==> config.mk <==
export PLATFORM = sky130hd
export DESIGN_NAME = multi_chan_fifo
export DESIGN_NICKNAME = d
export VERILOG_FILES = /design/src/rtl/multi_chan_fifo_pkg.sv /design/src/rtl/fifo_ram.sv /design/src/rtl/multi_chan_fifo.sv
export SDC_FILE = /design/constraint.sdc
export NUM_CORES = 1
export LEC_CHECK = 0
export ABC_AREA = 1
export CAP_MARGIN = 20
export CORE_MARGIN = 1
export CORE_UTILIZATION = 50
export DETAILED_ROUTE_END_ITERATION = 16
export PLACE_DENSITY = 0.74
export SLEW_MARGIN = 20
export SYNTH_ARGS = -nofsm -noshare
export SYNTH_HDL_FRONTEND = slang
export SYNTH_SLANG_ARGS = --single-unit
==> constraint.sdc <==
create_clock -name clk -period 5.4 [get_ports clk]
set_input_delay 0.81 -clock clk [delete_from_list [all_inputs] [get_ports clk]]
set_output_delay 0.81 -clock clk [all_outputs]
set_load 0.05 [all_outputs]
==> src/rtl/multi_chan_fifo_pkg.sv <==
// multi_chan_fifo_pkg: shared constants and width helpers for the multi-channel FIFO.
//   Default parameter values for multi_chan_fifo and fifo_ram.
//   ptr_width(depth)   : pointer width, $clog2(depth) with a floor of 1.
//   count_width(depth) : occupancy width, $clog2(depth+1).
package multi_chan_fifo_pkg;

  localparam int unsigned DefDataWidth = 32;
  localparam int unsigned DefChannels  = 3;
  localparam int unsigned DefDepth     = 4;
  localparam int unsigned DefAemptyTh  = 1;

  function automatic int unsigned ptr_width(input int unsigned depth);
    return (depth < 2) ? 1 : $clog2(depth);
  endfunction

  function automatic int unsigned count_width(input int unsigned depth);
    return $clog2(depth + 1);
  endfunction

endpackage

==> src/rtl/fifo_ram.sv <==
// fifo_ram: simple dual-port storage of DEPTH words of WIDTH bits.
// Synchronous write. Read is asynchronous when FIFO_FWFT_EN is defined, otherwise
// registered (rdata loads mem[raddr] on a clock edge with re high; cleared by rst).
// Memory contents are never reset.
// Ports:
//   clk, rst     : clock, asynchronous active-high reset (read register only)
//   we/waddr/wdata : write port
//   re/raddr     : read enable / address
//   rdata        : read word
module fifo_ram
  import multi_chan_fifo_pkg::*;
#(
  parameter int unsigned WIDTH  = DefDataWidth * DefChannels,
  parameter int unsigned DEPTH  = DefDepth,
  parameter int unsigned ADDR_W = ptr_width(DEPTH)
) (
  input  logic              clk,
  input  logic              rst,
  input  logic              we,
  input  logic [ADDR_W-1:0] waddr,
  input  logic [WIDTH-1:0]  wdata,
  input  logic              re,
  input  logic [ADDR_W-1:0] raddr,
  output logic [WIDTH-1:0]  rdata
);

  logic [WIDTH-1:0] mem [DEPTH];

  always_ff @(posedge clk) begin
    if (we) begin
      mem[waddr] <= wdata;
    end
  end

`ifdef FIFO_FWFT_EN
  assign rdata = mem[raddr];

  // Read enable and reset have no role with an asynchronous read path.
  logic unused_ctrl;
  assign unused_ctrl = rst ^ re;
`else
  logic [WIDTH-1:0] rdata_q;

  always_ff @(posedge clk or posedge rst) begin
    if (rst) begin
      rdata_q <= '0;
    end else if (re) begin
      rdata_q <= mem[raddr];
    end
  end

  assign rdata = rdata_q;
`endif

endmodule

==> src/rtl/multi_chan_fifo.sv <==
// multi_chan_fifo: CHANNELS x DATA_WIDTH synchronous FIFO of arbitrary DEPTH (>= 2).
// Build option: define FIFO_FWFT_EN for first-word fall-through read; otherwise the
// read is registered (1-cycle latency, rd_valid pulses once per accepted read).
// Ports:
//   clk, rst        : clock, asynchronous active-high reset
//   wr_en, wr_data  : write request / word (channel c at [c*DATA_WIDTH +: DATA_WIDTH])
//   rd_en           : read (pop) request
//   rd_data, rd_valid : read word and its qualifier
//   full, empty, almost_full, almost_empty : decoded from count
//   count           : occupancy
//   overflow, underflow : sticky error flags, cleared only by rst
module multi_chan_fifo
  import multi_chan_fifo_pkg::*;
#(
  parameter int unsigned DATA_WIDTH = DefDataWidth,
  parameter int unsigned CHANNELS   = DefChannels,
  parameter int unsigned DEPTH      = DefDepth,
  parameter int unsigned AFULL_TH   = DEPTH - 1,
  parameter int unsigned AEMPTY_TH  = DefAemptyTh
) (
  input  logic                             clk,
  input  logic                             rst,
  input  logic                             wr_en,
  input  logic [DATA_WIDTH*CHANNELS-1:0]   wr_data,
  input  logic                             rd_en,
  output logic [DATA_WIDTH*CHANNELS-1:0]   rd_data,
  output logic                             rd_valid,
  output logic                             full,
  output logic                             empty,
  output logic                             almost_full,
  output logic                             almost_empty,
  output logic [count_width(DEPTH)-1:0]    count,
  output logic                             overflow,
  output logic                             underflow
);

  localparam int unsigned W    = DATA_WIDTH * CHANNELS;
  localparam int unsigned PtrW = ptr_width(DEPTH);
  localparam int unsigned CntW = count_width(DEPTH);

  localparam logic [PtrW-1:0] PtrLast = PtrW'(DEPTH - 1);
  localparam logic [CntW-1:0] CntFull = CntW'(DEPTH);

  logic [PtrW-1:0] wr_ptr_q, wr_ptr_d;
  logic [PtrW-1:0] rd_ptr_q, rd_ptr_d;
  logic [CntW-1:0] count_q, count_d;
  logic            overflow_q, overflow_d;
  logic            underflow_q, underflow_d;
  logic            wr_acc, rd_acc;
  logic [W-1:0]    ram_rdata;

  assign full         = (count_q == CntFull);
  assign empty        = (count_q == '0);
  assign almost_full  = (32'(count_q) >= AFULL_TH);
  assign almost_empty = (32'(count_q) <= AEMPTY_TH);
  assign count        = count_q;
  assign overflow     = overflow_q;
  assign underflow    = underflow_q;

  // A full FIFO refuses writes even when a read frees a slot in the same cycle.
  assign wr_acc = wr_en & ~full;
  assign rd_acc = rd_en & ~empty;

  always_comb begin
    wr_ptr_d    = wr_ptr_q;
    rd_ptr_d    = rd_ptr_q;
    count_d     = count_q;
    overflow_d  = overflow_q | (wr_en & full);
    underflow_d = underflow_q | (rd_en & empty);

    if (wr_acc) begin
      wr_ptr_d = (wr_ptr_q == PtrLast) ? '0 : wr_ptr_q + PtrW'(1);
    end
    if (rd_acc) begin
      rd_ptr_d = (rd_ptr_q == PtrLast) ? '0 : rd_ptr_q + PtrW'(1);
    end

    case ({wr_acc, rd_acc})
      2'b10:   count_d = count_q + CntW'(1);
      2'b01:   count_d = count_q - CntW'(1);
      default: count_d = count_q;
    endcase
  end

  always_ff @(posedge clk or posedge rst) begin
    if (rst) begin
      wr_ptr_q    <= '0;
      rd_ptr_q    <= '0;
      count_q     <= '0;
      overflow_q  <= 1'b0;
      underflow_q <= 1'b0;
    end else begin
      wr_ptr_q    <= wr_ptr_d;
      rd_ptr_q    <= rd_ptr_d;
      count_q     <= count_d;
      overflow_q  <= overflow_d;
      underflow_q <= underflow_d;
    end
  end

  fifo_ram #(
    .WIDTH  (W),
    .DEPTH  (DEPTH),
    .ADDR_W (PtrW)
  ) u_ram (
    .clk   (clk),
    .rst   (rst),
    .we    (wr_acc),
    .waddr (wr_ptr_q),
    .wdata (wr_data),
    .re    (rd_acc),
    .raddr (rd_ptr_q),
    .rdata (ram_rdata)
  );

`ifdef FIFO_FWFT_EN
  // Head entry is visible combinationally; mask stale memory while empty.
  assign rd_valid = ~empty;
  assign rd_data  = empty ? '0 : ram_rdata;
`else
  logic rd_valid_q;

  always_ff @(posedge clk or posedge rst) begin
    if (rst) begin
      rd_valid_q <= 1'b0;
    end else begin
      rd_valid_q <= rd_acc;
    end
  end

  assign rd_valid = rd_valid_q;
  assign rd_data  = ram_rdata;
`endif

endmodule

==> impl_metrics.csv <==
group,metric,value,unit
sta,hold_viol,0,
final_layout,syn2layout_area_growth,20.7,%
detailed_routing,dr_total_vias,13400,
setup_path,start_kind,"flip-flop",
clock_network,postCtsResizedCells,0,
setup_path,path_class,"flip-flop to output port",
clock_network,cts.sinks,490,
detailed_routing,via_per_inst,4.89,
setup_path,reg2reg_depth,7,
global_route,grt_max_degree,97,
placement,place.gp.congestion,0.758,
floorplan,fp.coreArea,39900,um2
power,p_leak,11.2,nW
detailed_routing,drc,0,
global_route,grt_use_met1,28.7,%
yosys,avgSynthCellArea,10.2,um2
global_route,use_met2,37.4,%
detailed_routing,wl_per_cell,16.2,um
final_layout,fillCellCount,3109,
sta,fin_crit_sh,57.0,%
global_route,grt_pass1_vias,13700,
setup_path,cp.arrival,2.27,ns
clock_network,post_cts.repair.setup_buffers,0,
yosys,syn-num-nets,2094,
floorplan,boundaryPins,206,
min_path,hold_path_class,"flip-flop to flip-flop",
detailed_routing,drt-total-wl,44300,um
setup_path,required,4.59,ns
clock_network,cts-root-buf,"clkbuf_16",
detailed_routing,drt_iter0_drc,958,
power,p_comb_share,37.2,%
clock_network,clockBufferDepth,3,
yosys,synth_cells,1983,
floorplan,die_height,204,um
sta,tightest_slew,0.912,ns
clock_network,clk_pin_slew,0.06,ns
placement,port_buffers,205,
sta,drv_slew,0,
min_path,whs_path_depth,1,
detailed_routing,ant_nets,0,
power,power.density,584,nW/um2
yosys,ys_types,20,
placement,placed_area,22800,um2
power,power,14.3,mW
detailed_routing,first_pass_iters,5,
yosys,netlist_area,20300,um2
clock_network,cts_made_buffers,49,
setup_path,cp-end-kind,"output port",
global_route,busiest_layer,"met2",
clock_network,htreeDepth,2,
job,maxCapViolCount,0,
setup_path,rrSetupSlack,2.79,ns
sta,fin_crit,3.08,ns
final_layout,multi_input_area,4180,um2
sta,clock_skew,0.0308,ns
sta,relSlewSlack,39.2,%
power,vdd_drop_max,438,uV
floorplan,num_rows,73,
global_route,grt_pass1_wl,71200,um
yosys,ys.warnings.count,0,
yosys,synth-seq-cells,490,
sta,setup-violations-final,0,
final_layout,fin_nets,2280,
clock_network,cts_tree,"built",
floorplan,initial_utilization,50.9,%
final_layout,final_area,24500,um2
power,clock_power_share,24.0,%
global_route,antenna_found_initial,6,
final_layout,drive_gt1_share,4.85,%
floorplan,die-area,41400,um2
sta,rsz0062_at_grt,"false",
power,swShare,39.2,%
power,p_seq_share,38.8,%
yosys,yosysSeqAreaShare,69.9,%
global_route,grtUsageTotal,22.1,%
setup_path,path_max_fanout,5,
power,p_int,8.71,mW
global_route,met3_usage,4.03,%
status,status,"finished, final reports clean",
sta,fmaxAchievable,325,MHz
power,p_sw,5.61,mW
final_layout,regArea,14200,um2
clock_network,hold_buffers,0,
floorplan,die_w,204,um
clock_network,clock_latency,0.57,ns
global_route,grt-ovfl-total,0,
placement,hpwl,24900,um
-- power groups by stage --
stage | sequential (mW) | clock (mW) | combinational, mW
floorplan | 6.81 | 0 | 2.48
finish | 5.56 | 3.43 | 5.33
CTS | 5.56 | 3.48 | 5.40
detailed placement | 5.63 | 0 | 5.37
global route | 5.65 | 3.64 | 5.86
global placement | 5.61 | 0 | 5.24
-- cell usage after synthesis --
library cell / n / share of area, %
nand2_1: 779 / 14
inv_1: 397 / 7.3
edfxtp_1: 384 / 57
nand3_1: 193 / 4.8
dfrtp_1: 106 / 13
buf_2: 50 / 1.2
clkbuf_1: 18 / 0.33
buf_4: 11 / 0.41
ha_1: 11 / 0.68
nor2_1: 8 / 0.15
inv_2: 6 / 0.11
buf_6: 5 / 0.28
a21oi_1: 4 / 0.099
o21ai_0: 3 / 0.074
o21ai_1: 2 / 0.049
xnor2_1: 2 / 0.086
a21o_1: 1 / 0.037
buf_1: 1 / 0.018
nor2_4: 1 / 0.055
o21bai_1: 1 / 0.037
-- cell type report --
cell class | instances | area share, %
Inverter | 403 | 6.23
Multi-Input combinational cell | 1005 | 17.0
Tap cell | 525 | 2.68
Timing Repair Buffer | 220 | 9.38
Clock inverter | 27 | 1.10
Antenna cell | 5 | 0.0511
Clock buffer | 63 | 5.60
Sequential cell | 490 | 57.9
-- path summary, 6_finish.rpt --
check,from,endpoint
worst max-delay path,count[1],empty
worst min-delay path,overflow,overflow
worst max register to register,count[0],u_ram.mem[0][31]
worst min register to register,overflow,overflow
max in group asynchronous,rst,u_ram.rdata[30]
min in group asynchronous,rst,u_ram.rdata[40]
-- flip-flops by register name, summed over array words and instances (netlist names) --
| register | flops |
|---|---|
| count | 3 |
| overflow | 1 |
| rd_ptr_q | 2 |
| rd_valid | 1 |
| u_ram.mem | 384 |
| u_ram.rdata | 96 |
| underflow | 1 |
| wr_ptr_q | 2 |
-- stage by stage --
| stage | std cells | utilization, % | hold slack [ns] | TNS [ns] | setup WS, ns |
|---|---|---|---|---|---|
| 2_1_floorplan | 1983 | - | 0.557 | -192.94 | -0.502 |
| 3_3_place_gp | 2640 | 57.0 | 0.450 | 0 | 2.05 |
| 3_5_place_dp | 2642 | 57.2 | 0.448 | 0 | 2.29 |
| 4_1_cts | 2732 | 61.3 | 0.461 | 0 | 2.29 |
| 5_1_grt | 2737 | 61.4 | 0.494 | 0 | 2.21 |
| 6_report | 2738 | 61.4 | 0.465 | 0 | 2.32 |
-- worst max-delay path: stages, from the launching register on --
cell and delay [ns]:
dfrtp_1 0.42, inv_1 0.15, ha_1 0.18, nand2_1 0.08, inv_2 0.08, clkdlybuf4s50_1 0.80
-- kinds of logic after synthesis --
logic type               after synthesis  synth area share, %
buffers and inverters                488                 9.72
AO/OA/AOI/OAI                         11                0.296
XOR/XNOR                               2               0.0863
adder cells (fa/ha/maj)               11                0.678
AND/OR/NAND/NOR                      981                 19.4
flip-flops                           490                 69.9
-- cell usage in the layout (no fill, tap or decap) --
| master | Yosys | routed |
|---|---|---|
| clkinv_1 | 0 | 5 |
| dfrtp_1 | 106 | 104 |
| diode_2 | 0 | 5 |
| inv_6 | 0 | 3 |
| buf_16 | 0 | 3 |
| clkbuf_16 | 0 | 51 |
| clkbuf_1 | 18 | 7 |
| inv_2 | 6 | 3 |
| o21bai_1 | 1 | 1 |
| buf_4 | 11 | 6 |
| nor2_1 | 8 | 4 |
| nand3_1 | 193 | 193 |
| clkinvlp_4 | 0 | 5 |
| buf_12 | 0 | 6 |
| clkinv_2 | 0 | 11 |
| xnor2_1 | 2 | 2 |
| clkdlybuf4s50_1 | 0 | 205 |
| inv_1 | 397 | 396 |
| dfrtp_4 | 0 | 2 |
| nor2_4 | 1 | 5 |
| edfxtp_1 | 384 | 384 |
| ha_1 | 11 | 11 |
| clkbuf_8 | 0 | 5 |
| nand2_1 | 779 | 779 |
| inv_4 | 0 | 2 |
| bufinv_16 | 0 | 5 |
| a21o_1 | 1 | 1 |
| a21oi_1 | 4 | 4 |
| o21ai_0 | 3 | 3 |
| o21ai_1 | 2 | 2 |
-- metal layers --
| layer | share of wire [%] | routed length [um] | vias to the layer above |
|---|---|---|---|
| met3 | 6.6 | 2930 | 76 |
| met1 | 42 | 18700 | 6392 |
| li1 | - | - | 6510 |
| met4 | 2.3 | 1030 | 2 |
| met2 | 49 | 21600 | 412 |
| met5 | 0.027 | 12 | - |
Note: power is estimated with default switching activity, not from simulation.
==> patch, RTL diff (same settings) <==
The package constant `DefChannels` goes from 3 to 2.
--- a/src/rtl/multi_chan_fifo_pkg.sv
+++ b/src/rtl/multi_chan_fifo_pkg.sv
@@ -6,5 +6,5 @@
 
   localparam int unsigned DefDataWidth = 32;
-  localparam int unsigned DefChannels  = 3;
+  localparam int unsigned DefChannels  = 2;
   localparam int unsigned DefDepth     = 4;
   localparam int unsigned DefAemptyTh  = 1;
Ports: changed (resized rd_data and wr_data); port bits go from 206 to 142. No check against the original RTL was run, so the function may have changed too.
==> patch against the original RTL <==
Worst setup slack better by 49 ps. Sequential cell count down 160. Area after synthesis down 33%. Wire length down 36%. Clock power down 35%. Power down 33%. Design area down 33%. Largest cell class unchanged.
==> patch: results (changes against the original RTL) <==
[run_status]
outcome=completed

[power_and_ir_drop]
p_comb_w=0.00363  ; -32%
p_leak_nw=7.61  ; -32%
pg_clk_w=0.00222  ; -35%
clockPowerShare=0.232  ; -0.008
ir_drop_v=0.000321  ; -27%

[logic_synthesis]
synthAdderAreaFrac=0.0100  ; +0.00327
synth_compound_area_frac=0.00438  ; +0.00142
synthTopCellsByArea=edfxtp_1, nand2_1, dfrtp_1
synth_nets=1424  ; -32%
syn_avg_cell_area_um2=10.2  ; -0.49%
ys_top_cells_by_count=nand2_1, inv_1, edfxtp_1
synth_xor_area_frac=0.00128  ; +0.000416

[finish]
diodes=0  ; -5
drive_above_1_share=0.0458  ; -0.00264
largest_reg_flops=256  ; -33%
stdcell_count=1847  ; -33%

[sta]
setup_slack_ps=2370  ; +48.6 ps
slew_headroom=0.343  ; -0.0492
skew_ps=12.4  ; -18.4 ps

[routing]
wirelength_mm=28.3  ; -36%
via_per_inst=4.90  ; +0.19%
drtIter0Drc=664  ; -31%

[critical_path]
arrival_ps=2220  ; -50 ps
reg2reg_to=u_ram.rdata[9]$_DFFE_PP0P_
r2r_slack_ps=2660  ; -130 ps
reg2reg_from=rd_ptr_q[0]$_DFFE_PP0P_

[place]
placed_area_um2=15400  ; -32%
portBuffers=141  ; -31%
dp_hpwl_mm=16.1  ; -35%
dp_slack_ps=2180  ; -114 ps

[clocking]
insertion_delay_ps=510  ; -60 ps
cts_made_buffers=34  ; -31%

[global_routing]
grt_max_degree=77  ; -21%
grt_antenna_before_repair=1  ; -5
grt_pass1_wl_mm=45.6  ; -36%
grt_pass1_vias=9138  ; -33%

## patch: logic make-up after synthesis
group	count (synthesis)
buffers and inverters	330
flip-flops	330
adder cells (fa/ha/maj)	11
AO/OA/AOI/OAI	11
AND/OR/NAND/NOR	661
XOR/XNOR	2
## patch: routing by layer
layer / vias to the layer above / routed length, um / global-route usage
met2: 248 / 14700 / 0.377
met1: 4329 / 11700 / 0.254
met4: 0 / 580 / 0.0726
met5: - / 0 / 0
met3: 49 / 1390 / 0.0284
li1: 4425 / - / -
## patch: final cells by class
| type | count | area [um2] | area share |
|---|---|---|---|
| clock buffers | 50 | 995 | 0.0603 |
| clock inverters | 11 | 68.8 | 0.00417 |
| inverters | 275 | 1040 | 0.0629 |
| multi-input cells | 685 | 2900 | 0.176 |
| flip-flops and latches | 330 | 9540 | 0.579 |
| well taps | 341 | 427 | 0.0259 |
| repair buffers | 155 | 1530 | 0.0927 |
